$ cat src/rtl/sm4_tx_packer.sv
// -----------------------------------------------------------------------------
// sm4_tx_packer
//
// Transmit-side packer between the SM4 core and uart_tx. A 128-bit ciphertext
// block is taken over a valid/ready handshake and sent as 16 bytes, most
// significant byte first. Each byte is presented to uart_tx as a PULSE_W-cycle
// tx_pdvalid strobe with tx_pdata. The next byte is not sent until uart_tx
// returns tx_done. A watchdog aborts the block when uart_tx stops responding.
//
// Ports:
//   clk          system clock
//   rst_n        asynchronous active-low reset
//   blk_valid    upstream block valid
//   blk_data     128-bit ciphertext block, [127:120] sent first
//   blk_ready    high while a new block can be accepted (state == IDLE)
//   tx_pdvalid   registered byte strobe to uart_tx
//   tx_pdata     registered byte to uart_tx, held between strobes
//   tx_done      one-cycle byte-complete pulse from uart_tx
//   busy         high while a block is in progress
//   err_timeout  registered one-cycle pulse when a block is aborted
// -----------------------------------------------------------------------------
module sm4_tx_packer #(
   parameter int NUM_BYTES   = 16,
   parameter int PULSE_W     = 4,
   parameter int TIMEOUT_CYC = 70000
) (
   input  logic         clk,
   input  logic         rst_n,
   input  logic         blk_valid,
   input  logic [127:0] blk_data,
   output logic         blk_ready,
   output logic         tx_pdvalid,
   output logic [7:0]   tx_pdata,
   input  logic         tx_done,
   output logic         busy,
   output logic         err_timeout
);

   typedef enum logic [1:0] {
      ST_IDLE   = 2'd0,
      ST_STROBE = 2'd1,
      ST_WAIT   = 2'd2
   } state_t;

   localparam logic [3:0]  BYTE_LAST  = 4'(NUM_BYTES - 1);
   localparam logic [15:0] PULSE_LAST = 16'(PULSE_W - 1);
   localparam logic [19:0] WD_LAST    = 20'(TIMEOUT_CYC - 1);

   state_t         state;
   state_t         state_nxt;
   logic [127:0]   shift_reg;
   logic [127:0]   shift_nxt;
   logic [3:0]     byte_cnt;
   logic [3:0]     byte_cnt_nxt;
   logic [15:0]    pulse_cnt;
   logic [15:0]    pulse_nxt;
   logic [19:0]    wd_cnt;
   logic [19:0]    wd_nxt;
   logic           pdvalid_nxt;
   logic [7:0]     pdata_nxt;
   logic           err_nxt;

   logic           accept;
   logic           pulse_last;
   logic           byte_last;
   logic           wd_hit;

   assign accept     = blk_valid && (state == ST_IDLE);
   assign pulse_last = (pulse_cnt == PULSE_LAST);
   assign byte_last  = (byte_cnt == BYTE_LAST);
   assign wd_hit     = (wd_cnt == WD_LAST);

   assign blk_ready  = (state == ST_IDLE);
   assign busy       = (state != ST_IDLE);

   // State register.
   always_ff @(posedge clk or negedge rst_n) begin
      if (!rst_n) begin
         state <= ST_IDLE;
      end else begin
         state <= state_nxt;
      end
   end

   // Next-state decode; in WAIT a tx_done in the timeout cycle takes priority.
   always_comb begin
      state_nxt = state;
      case (state)
         ST_IDLE: begin
            if (accept) begin
               state_nxt = ST_STROBE;
            end else begin
               state_nxt = ST_IDLE;
            end
         end
         ST_STROBE: begin
            if (wd_hit) begin
               state_nxt = ST_IDLE;
            end else if (pulse_last) begin
               state_nxt = ST_WAIT;
            end else begin
               state_nxt = ST_STROBE;
            end
         end
         ST_WAIT: begin
            if (tx_done) begin
               state_nxt = byte_last ? ST_IDLE : ST_STROBE;
            end else if (wd_hit) begin
               state_nxt = ST_IDLE;
            end else begin
               state_nxt = ST_WAIT;
            end
         end
         default: begin
            state_nxt = ST_IDLE;
         end
      endcase
   end

   // Output and datapath decode: next values of every registered output,
   // the shift register and the counters.
   always_comb begin
      shift_nxt    = shift_reg;
      byte_cnt_nxt = byte_cnt;
      pulse_nxt    = pulse_cnt;
      wd_nxt       = wd_cnt;
      pdata_nxt    = tx_pdata;
      pdvalid_nxt  = 1'b0;
      err_nxt      = 1'b0;
      case (state)
         ST_IDLE: begin
            if (accept) begin
               shift_nxt    = blk_data;
               byte_cnt_nxt = 4'd0;
               pulse_nxt    = 16'd0;
               wd_nxt       = 20'd0;
               pdata_nxt    = blk_data[127:120];
               pdvalid_nxt  = 1'b1;
            end else begin
               pdvalid_nxt  = 1'b0;
            end
         end
         ST_STROBE: begin
            if (wd_hit) begin
               err_nxt     = 1'b1;
               wd_nxt      = 20'd0;
               pdvalid_nxt = 1'b0;
            end else if (pulse_last) begin
               wd_nxt      = wd_cnt + 20'd1;
               pdvalid_nxt = 1'b0;
            end else begin
               wd_nxt      = wd_cnt + 20'd1;
               pulse_nxt   = pulse_cnt + 16'd1;
               pdvalid_nxt = 1'b1;
            end
         end
         ST_WAIT: begin
            if (tx_done && byte_last) begin
               wd_nxt       = 20'd0;
               pdvalid_nxt  = 1'b0;
            end else if (tx_done) begin
               // Next byte sits at [119:112] before the shift lands.
               shift_nxt    = {shift_reg[119:0], 8'h00};
               byte_cnt_nxt = byte_cnt + 4'd1;
               pulse_nxt    = 16'd0;
               wd_nxt       = 20'd0;
               pdata_nxt    = shift_reg[119:112];
               pdvalid_nxt  = 1'b1;
            end else if (wd_hit) begin
               err_nxt      = 1'b1;
               wd_nxt       = 20'd0;
               pdvalid_nxt  = 1'b0;
            end else begin
               wd_nxt       = wd_cnt + 20'd1;
               pdvalid_nxt  = 1'b0;
            end
         end
         default: begin
            pdvalid_nxt = 1'b0;
            err_nxt     = 1'b0;
         end
      endcase
   end

   // Datapath and registered-output flops.
   always_ff @(posedge clk or negedge rst_n) begin
      if (!rst_n) begin
         shift_reg   <= 128'd0;
         byte_cnt    <= 4'd0;
         pulse_cnt   <= 16'd0;
         wd_cnt      <= 20'd0;
         tx_pdvalid  <= 1'b0;
         tx_pdata    <= 8'h00;
         err_timeout <= 1'b0;
      end else begin
         shift_reg   <= shift_nxt;
         byte_cnt    <= byte_cnt_nxt;
         pulse_cnt   <= pulse_nxt;
         wd_cnt      <= wd_nxt;
         tx_pdvalid  <= pdvalid_nxt;
         tx_pdata    <= pdata_nxt;
         err_timeout <= err_nxt;
      end
   end

endmodule

$ cat config.mk
export PLATFORM = sky130hd
export DESIGN_NAME = sm4_tx_packer
export DESIGN_NICKNAME = d
export VERILOG_FILES = /design/src/rtl/sm4_tx_packer.sv
export SDC_FILE = /design/constraint.sdc
export NUM_CORES = 1
export LEC_CHECK = 0
export BUFFER_PORTS_ARGS = -buffer_cell sky130_fd_sc_hd__buf_2
export CAP_MARGIN = 20
export CORE_ASPECT_RATIO = 0.5
export CORE_MARGIN = 2
export CORE_UTILIZATION = 30
export CTS_BUF_LIST = sky130_fd_sc_hd__clkbuf_4
export DETAILED_ROUTE_END_ITERATION = 16
export SLEW_MARGIN = 15
export SYNTH_ARGS = -nofsm -noshare
export SYNTH_HDL_FRONTEND = slang
export SYNTH_SLANG_ARGS = --single-unit
$ cat constraint.sdc
create_clock -name clk -period 2.7 [get_ports clk]
set_input_delay 0.405 -clock clk [delete_from_list [all_inputs] [get_ports clk]]
set_output_delay 0.405 -clock clk [all_outputs]
set_load 0.1 [all_outputs]
==> results.toml, run 1 <==
[synth]
yosys_warnings = 0
yosys.area.top_type = "dfrtp_1"
seq_area_frac_synth_pct = 51.6
async_reset_ff_share_pct = 100
netlist.area_leader.share_pct = 51.6
synthTopCellsByArea = "dfrtp_1 52%, mux2i_1 15%, o21ai_0 7.9%"
syn_inst = 830
synth_nets = 970
syn_avg_cell_area_um2 = 10.1
synth.distinct_cells = 56
ys_seq_elements = 172
synth_edf_count = 0
netlist_area_mm2 = 0.00834
synth_ff_type = "dfrtp_1"

[route]
drt_iter0_drc = 523
avgViaCountPerCell = 4.69
routed_wl_mm = 20.2
wire_per_inst_um = 14.8
firstDrtPassIters = 4
via_count = 6387
drc = 0
final_antenna_net_count = 0

[power]
p_int_mw = 3.17
power.density_mw_per_mm2 = 433
power.share.combinational_pct = 5.1
netSwitchingFraction_pct = 25.8
leakagePower_nw = 4.28
ir_worst_vdd_mv = 0.299
seq_power_share_pct = 60.3
switchingPower_mw = 1.10
power_frac_clock_pct = 34.6

[critical_path]
crit_chain = "inv_1 -> ha_2 -> nor2b_1 -> o21bai_1 -> nand2b_4 -> buf_12 -> o21ai_0"
worstSetupStartpointType = "register"
worstSetupEndpointType = "register"
path_delay_family = "simple AND/OR/NAND/NOR gates"
path_depth = 7
rr_worst_depth = 7
crit_required_ps = 3160
r2r_end = "shift_reg[61]"
cp_slowest_stage_delay_ps = 450
criticalPathCategory = "register to register"
cp_max_fo = 47
cp_num_buf_inv = 2
r2r_slack_ps = 330
rr_startpoint = "state[0]"
cp_slowest_cell = "dfrtp_1"
arrival_ps = 2840

[die]
fp.dieH_um = 122
die_area_mm2 = 0.0292
coreArea_mm2 = 0.0275
start_util_pct = 30.3
die_x_um = 240
ioPinCount = 144
std_cell_rows = 43

[hold_path]
hp-start = "blk_data[6]"
min_to = "shift_reg[6]"
worstHoldPathType = "primary input to register"
hold-path-cell-count = 2

[cells_and_area]
final_cell_count_no_fill = 1361
syn_to_final_growth_pct = 18.2
drive_gt1_share_pct = 21.3
largest_reg_flops = 120
finalNetCount = 1104

[timing]
setup_viol = 0
fin_skew_ps = 26.0
min_period_ps = 2370
hold_violations = 0
rsz0062_at_grt = "no"
drv_slew = 0
fmax_ghz = 0.421
slew_headroom_pct = 42.0
period_share_pct = 88.0
whs_ps = 54.5
tns_ps = 0
worst_pin_slew_ps = 864

[cts]
htreeDepth = 4
cts.path.max_buffers = 2
cts_hold_buf = 6
clock_latency_ps = 600
postCtsResizedCells = 0
clk_pin_slew_ps = 150
cts_tree = "built"
cts_setup_buffers = 0
cts-root-buf = "clkbuf_4"
cts.sinks = 172
cts_buffers = 17

[grt]
grt_pass1_vias = 6393
grt_pass1_wl_mm = 33.1
grt.overflow.total = 0
antenna_found_initial = 2
grt_util_all_layers_pct = 14.5
grt_max_degree = 87

[place]
port_buffers = 143
routabilityCongestion = 0.814
dp_cells = 1321
place_hpwl_mm = 14.4

[status]
outcome = "finished, final reports clean"

[job]
drv_cap = 0
cell usage after synthesis (4+ instances only):
cell,n
nor2_1,25
and4_1,5
dfrtp_1,172
nor4_1,4
o21ai_0,131
inv_1,10
buf_4,10
clkbuf_1,29
nand3_1,27
a22o_1,9
nor3_1,8
o31ai_1,6
a21oi_1,17
and3_1,7
buf_2,10
a31oi_1,4
mux2i_1,124
nand2_1,154
nor4b_1,4
o22ai_1,5
nand4_1,9
xor2_1,9
ha_1,8
routing by layer:
| layer | wire, µm | GRT usage [%] | share of wire (%) | up-vias |
|---|---|---|---|---|
| met5 | 0 | 0 | 0 | - |
| met3 | 685 | 3.97 | 3.4 | 18 |
| met2 | 9960 | 24.4 | 49 | 76 |
| li1 | - | - | - | 3210 |
| met4 | 278 | 4.00 | 1.4 | 0 |
| met1 | 9260 | 18.3 | 46 | 3083 |
how the worst max path moves through the flow:
stage | from | end | slack [ps]
floorplan | state[0] | tx_pdata[0] | 180
global placement | state[0] | shift_reg[56] | 410
detailed placement | state[0] | shift_reg[91] | 340
CTS | state[0] | shift_reg[91] | 320
global route | state[0] | pulse_cnt[15] | 110
finish | state[0] | shift_reg[61] | 330
logic make-up after synthesis:
logic type / after synthesis / synth area share [%]
compound gates: 190 / 13.0
xor+xnor: 10 / 1.05
mux: 125 / 15.0
buf+inv: 62 / 3.55
fa+ha+maj: 8 / 1.20
flops: 172 / 51.6
simple gates: 263 / 14.6
cell usage in the layout (no fill, tap or decap), types with 4 or more instances in the layout:
cell type,synthesis,routed
nor3_1,8,8
nand2_1,154,154
dfrtp_1,172,172
and3_1,7,7
o22ai_1,5,5
inv_6,0,6
clkinv_4,0,4
a22o_1,9,9
and4_1,5,5
a31oi_1,4,4
mux2i_1,124,124
nand3_1,27,27
dlygate4sd3_1,0,6
nor2_1,25,25
buf_12,0,7
buf_4,10,11
buf_2,10,142
clkbuf_4,1,18
nand4_1,9,9
ha_1,8,6
o21ai_0,131,131
o31ai_1,6,6
inv_1,10,10
nor4_1,4,4
nor4b_1,4,4
a21oi_1,17,17
xor2_1,9,9
area by class of cell:
cell class                 count  area [µm²]
fill                        2829       17700
sequential                   172        4300
multi-input combinational    596        3770
timing repair buffer         167        1000
tap                          382         478
clock buffer                  18         135
clock inverter                14         134
inverter                      10        37.5
antenna                        2        5.00
power groups by stage:
stage / Sequential (mW) / Clock (mW) / Combinational [mW]
finish: 2.58 / 1.48 / 0.218
global placement: 2.62 / 0 / 0.213
global route: 2.58 / 1.64 / 0.249
CTS: 2.58 / 1.54 / 0.225
floorplan: 2.63 / 0 / 0.0432
detailed placement: 2.62 / 0 / 0.218
per-stage QoR:
step                setup WS (ps)  util, %  instance area, µm²  power (mW)
floorplan                     183        -                8350        2.67
global placement              413     34.6                9530        2.84
detailed placement            343     34.6                9530        2.84
CTS                           322     35.8                9860        4.34
global route                  106     35.8                9860        4.47
finish                        325     35.8                9860        4.27
Power figures use the tool's default switching activity.
==> run 2, diff against run 1 <==
BUFFER_PORTS_ARGS = -buffer_cell sky130_fd_sc_hd__buf_4   (was -buffer_cell sky130_fd_sc_hd__buf_2)
PLACE_DENSITY = 0.58   (was not set)
clock period = 2.6 ns   (was 2.7 ns; I/O delays follow)
==> results.toml, run 2 (synthesis gave the netlist of run 1 again) <==
[timing]
tns_ps = 0
hold_violations = 0
min_period_ps = 2280
rsz0062_at_grt = "no"
slew_headroom_pct = 47.0
fin_skew_ps = 16.4
worst_slack_ps = 323
fmax_ghz = 0.439
setup_viol = 0
period_share_pct = 87.6
worst_pin_slew_ps = 795
whs_ps = 67.9
drv_slew = 0

[route]
drc = 0
avgViaCountPerCell = 4.65
wire_per_inst_um = 14.7
routed_wl_mm = 20.6
via_count = 6489
final_antenna_net_count = 0
drt_iter0_drc = 406
firstDrtPassIters = 6

[critical_path]
arrival_ps = 2820
worstSetupEndpointType = "register"
worstSetupStartpointType = "register"
cp_max_fo = 6
cp_slowest_cell = "or4b_1"
crit_chain = "inv_1 -> ha_2 -> nor2b_1 -> nor4_1 -> nand2_1 -> or4b_1 -> a21oi_1"
cp_num_buf_inv = 1
cp_slowest_stage_delay_ps = 500
path_delay_family = "simple AND/OR/NAND/NOR gates"
criticalPathCategory = "register to register"
crit_required_ps = 3140

[cells_and_area]
syn_to_final_growth_pct = 27.2
largest_reg_flops = 120
postLayoutCoreUtil_pct = 38.5
mostFrequentLayoutCells = "172 x dfrtp_1, 156 x buf_4, 154 x nand2_1"
final_cell_count_no_fill = 1396
drive_gt1_share_pct = 20.8
finalNetCount = 1139
mostFrequentLayoutCell = "dfrtp_1"

[cts]
postCtsResizedCells = 0
cts-root-buf = "clkbuf_4"
cts_buffers = 17
cts.path.max_buffers = 2
clock_latency_ps = 600
clk_pin_slew_ps = 140
cts.sinks = 172
htreeDepth = 4
cts_tree = "built"

[die]
start_util_pct = 30.3
die_x_um = 240
die_area_mm2 = 0.0292
coreArea_mm2 = 0.0275
ioPinCount = 144
std_cell_rows = 43
fp.dieH_um = 122

[power]
leakagePower_nw = 4.57
power.density_mw_per_mm2 = 440
ir_worst_vdd_mv = 0.262

[grt]
grt_max_degree = 79
grt_pass1_wl_mm = 34.0
antenna_found_initial = 2
grt_pass1_vias = 6609
grt.overflow.total = 0
grt_util_all_layers_pct = 14.8

[place]
dp_cells = 1326
place_hpwl_mm = 14.8
pre_cts_ws_ps = 326
routabilityCongestion = 0.789
port_buffers = 143

[hold_path]
worstHoldPathType = "primary input to register"

[status]
outcome = "finished, final reports clean"

[job]
drv_cap = 0
==> run 2: cell count changes in the layout (fill, tap and decap cells not counted) <==
cell           previous run  this run
clkinvlp_4                1         2
buf_4                    11       156
dlygate4sd3_1             6        36
clkinv_1                  1         3
buf_12                    7         9
inv_6                     6         3
clkinv_2                  1         0
bufinv_16                 1         3
buf_2                   142         0
clkinv_4                  4         3
==> run 2: report_power, final <==
part | internal [mW] | total (mW) | switching, mW
clock network | 0.681 | 1.68 | 1.00
registers | 2.68 | 2.68 | 0
logic | 0.197 | 0.320 | 0.123
total | 3.55 | 4.68 | 1.12
==> run 2: final timing paths <==
check | start | to | slack [ps] | depth (start not counted)
worst max-delay path | state[0] | pulse_cnt[13] | 320 | 7
worst min-delay path | blk_data[122] | tx_pdata[2] | 70 | 3
worst max register to register | state[0] | pulse_cnt[13] | 320 | 7
worst min register to register | shift_reg[56] | shift_reg[56] | 500 | 2
max in group asynchronous | rst_n | shift_reg[20] | 1610 | 3
min in group asynchronous | rst_n | pulse_cnt[12] | 290 | 2
==> run 2: repair_timing <==
action                     4_1_cts  5_1_grt
hold buffers                    36        0
setup endpoints to repair        0        0
hold endpoints to repair        84        0
buffers inserted                 0        0
==> run 2: cell type report <==
cell class              instances  area, µm²
clock inverters                14        169
flip-flops and latches        172       4300
multi-input cells             596       3770
well taps                     382        478
repair buffers                202       1720
diodes                          2       5.00
inverters                      10       37.5
fillers                      2761      16900
clock buffers                  18        135
==> run 2: worst register-to-register path, cell delays in order (launching register included) <==
cell and delay, ps:
dfrtp_1 420, inv_1 110, ha_2 220, nor2b_1 190, nor4_1 440, nand2_1 210, or4b_1 500, a21oi_1 140
==> run 2: metal layers <==
layer  routed length (µm)  global-route usage (%)  vias to the layer above
li1                     -                       -                     3289
met1                 9400                    18.8                     3111
met2                10400                    25.3                       79
met3                  680                    3.83                       10
met4                  140                    3.61                        0
met5                    0                       0                        -
==> run 2: metrics by stage <==
| step | instance area (µm²) | total power, mW |
|---|---|---|
| after global placement | 9950 | 3.00 |
| after detailed placement | 9950 | 3.01 |
| after CTS | 10600 | 4.75 |
| after floorplan | 8350 | 2.77 |
| final | 10600 | 4.68 |
| after global routing | 10600 | 4.89 |
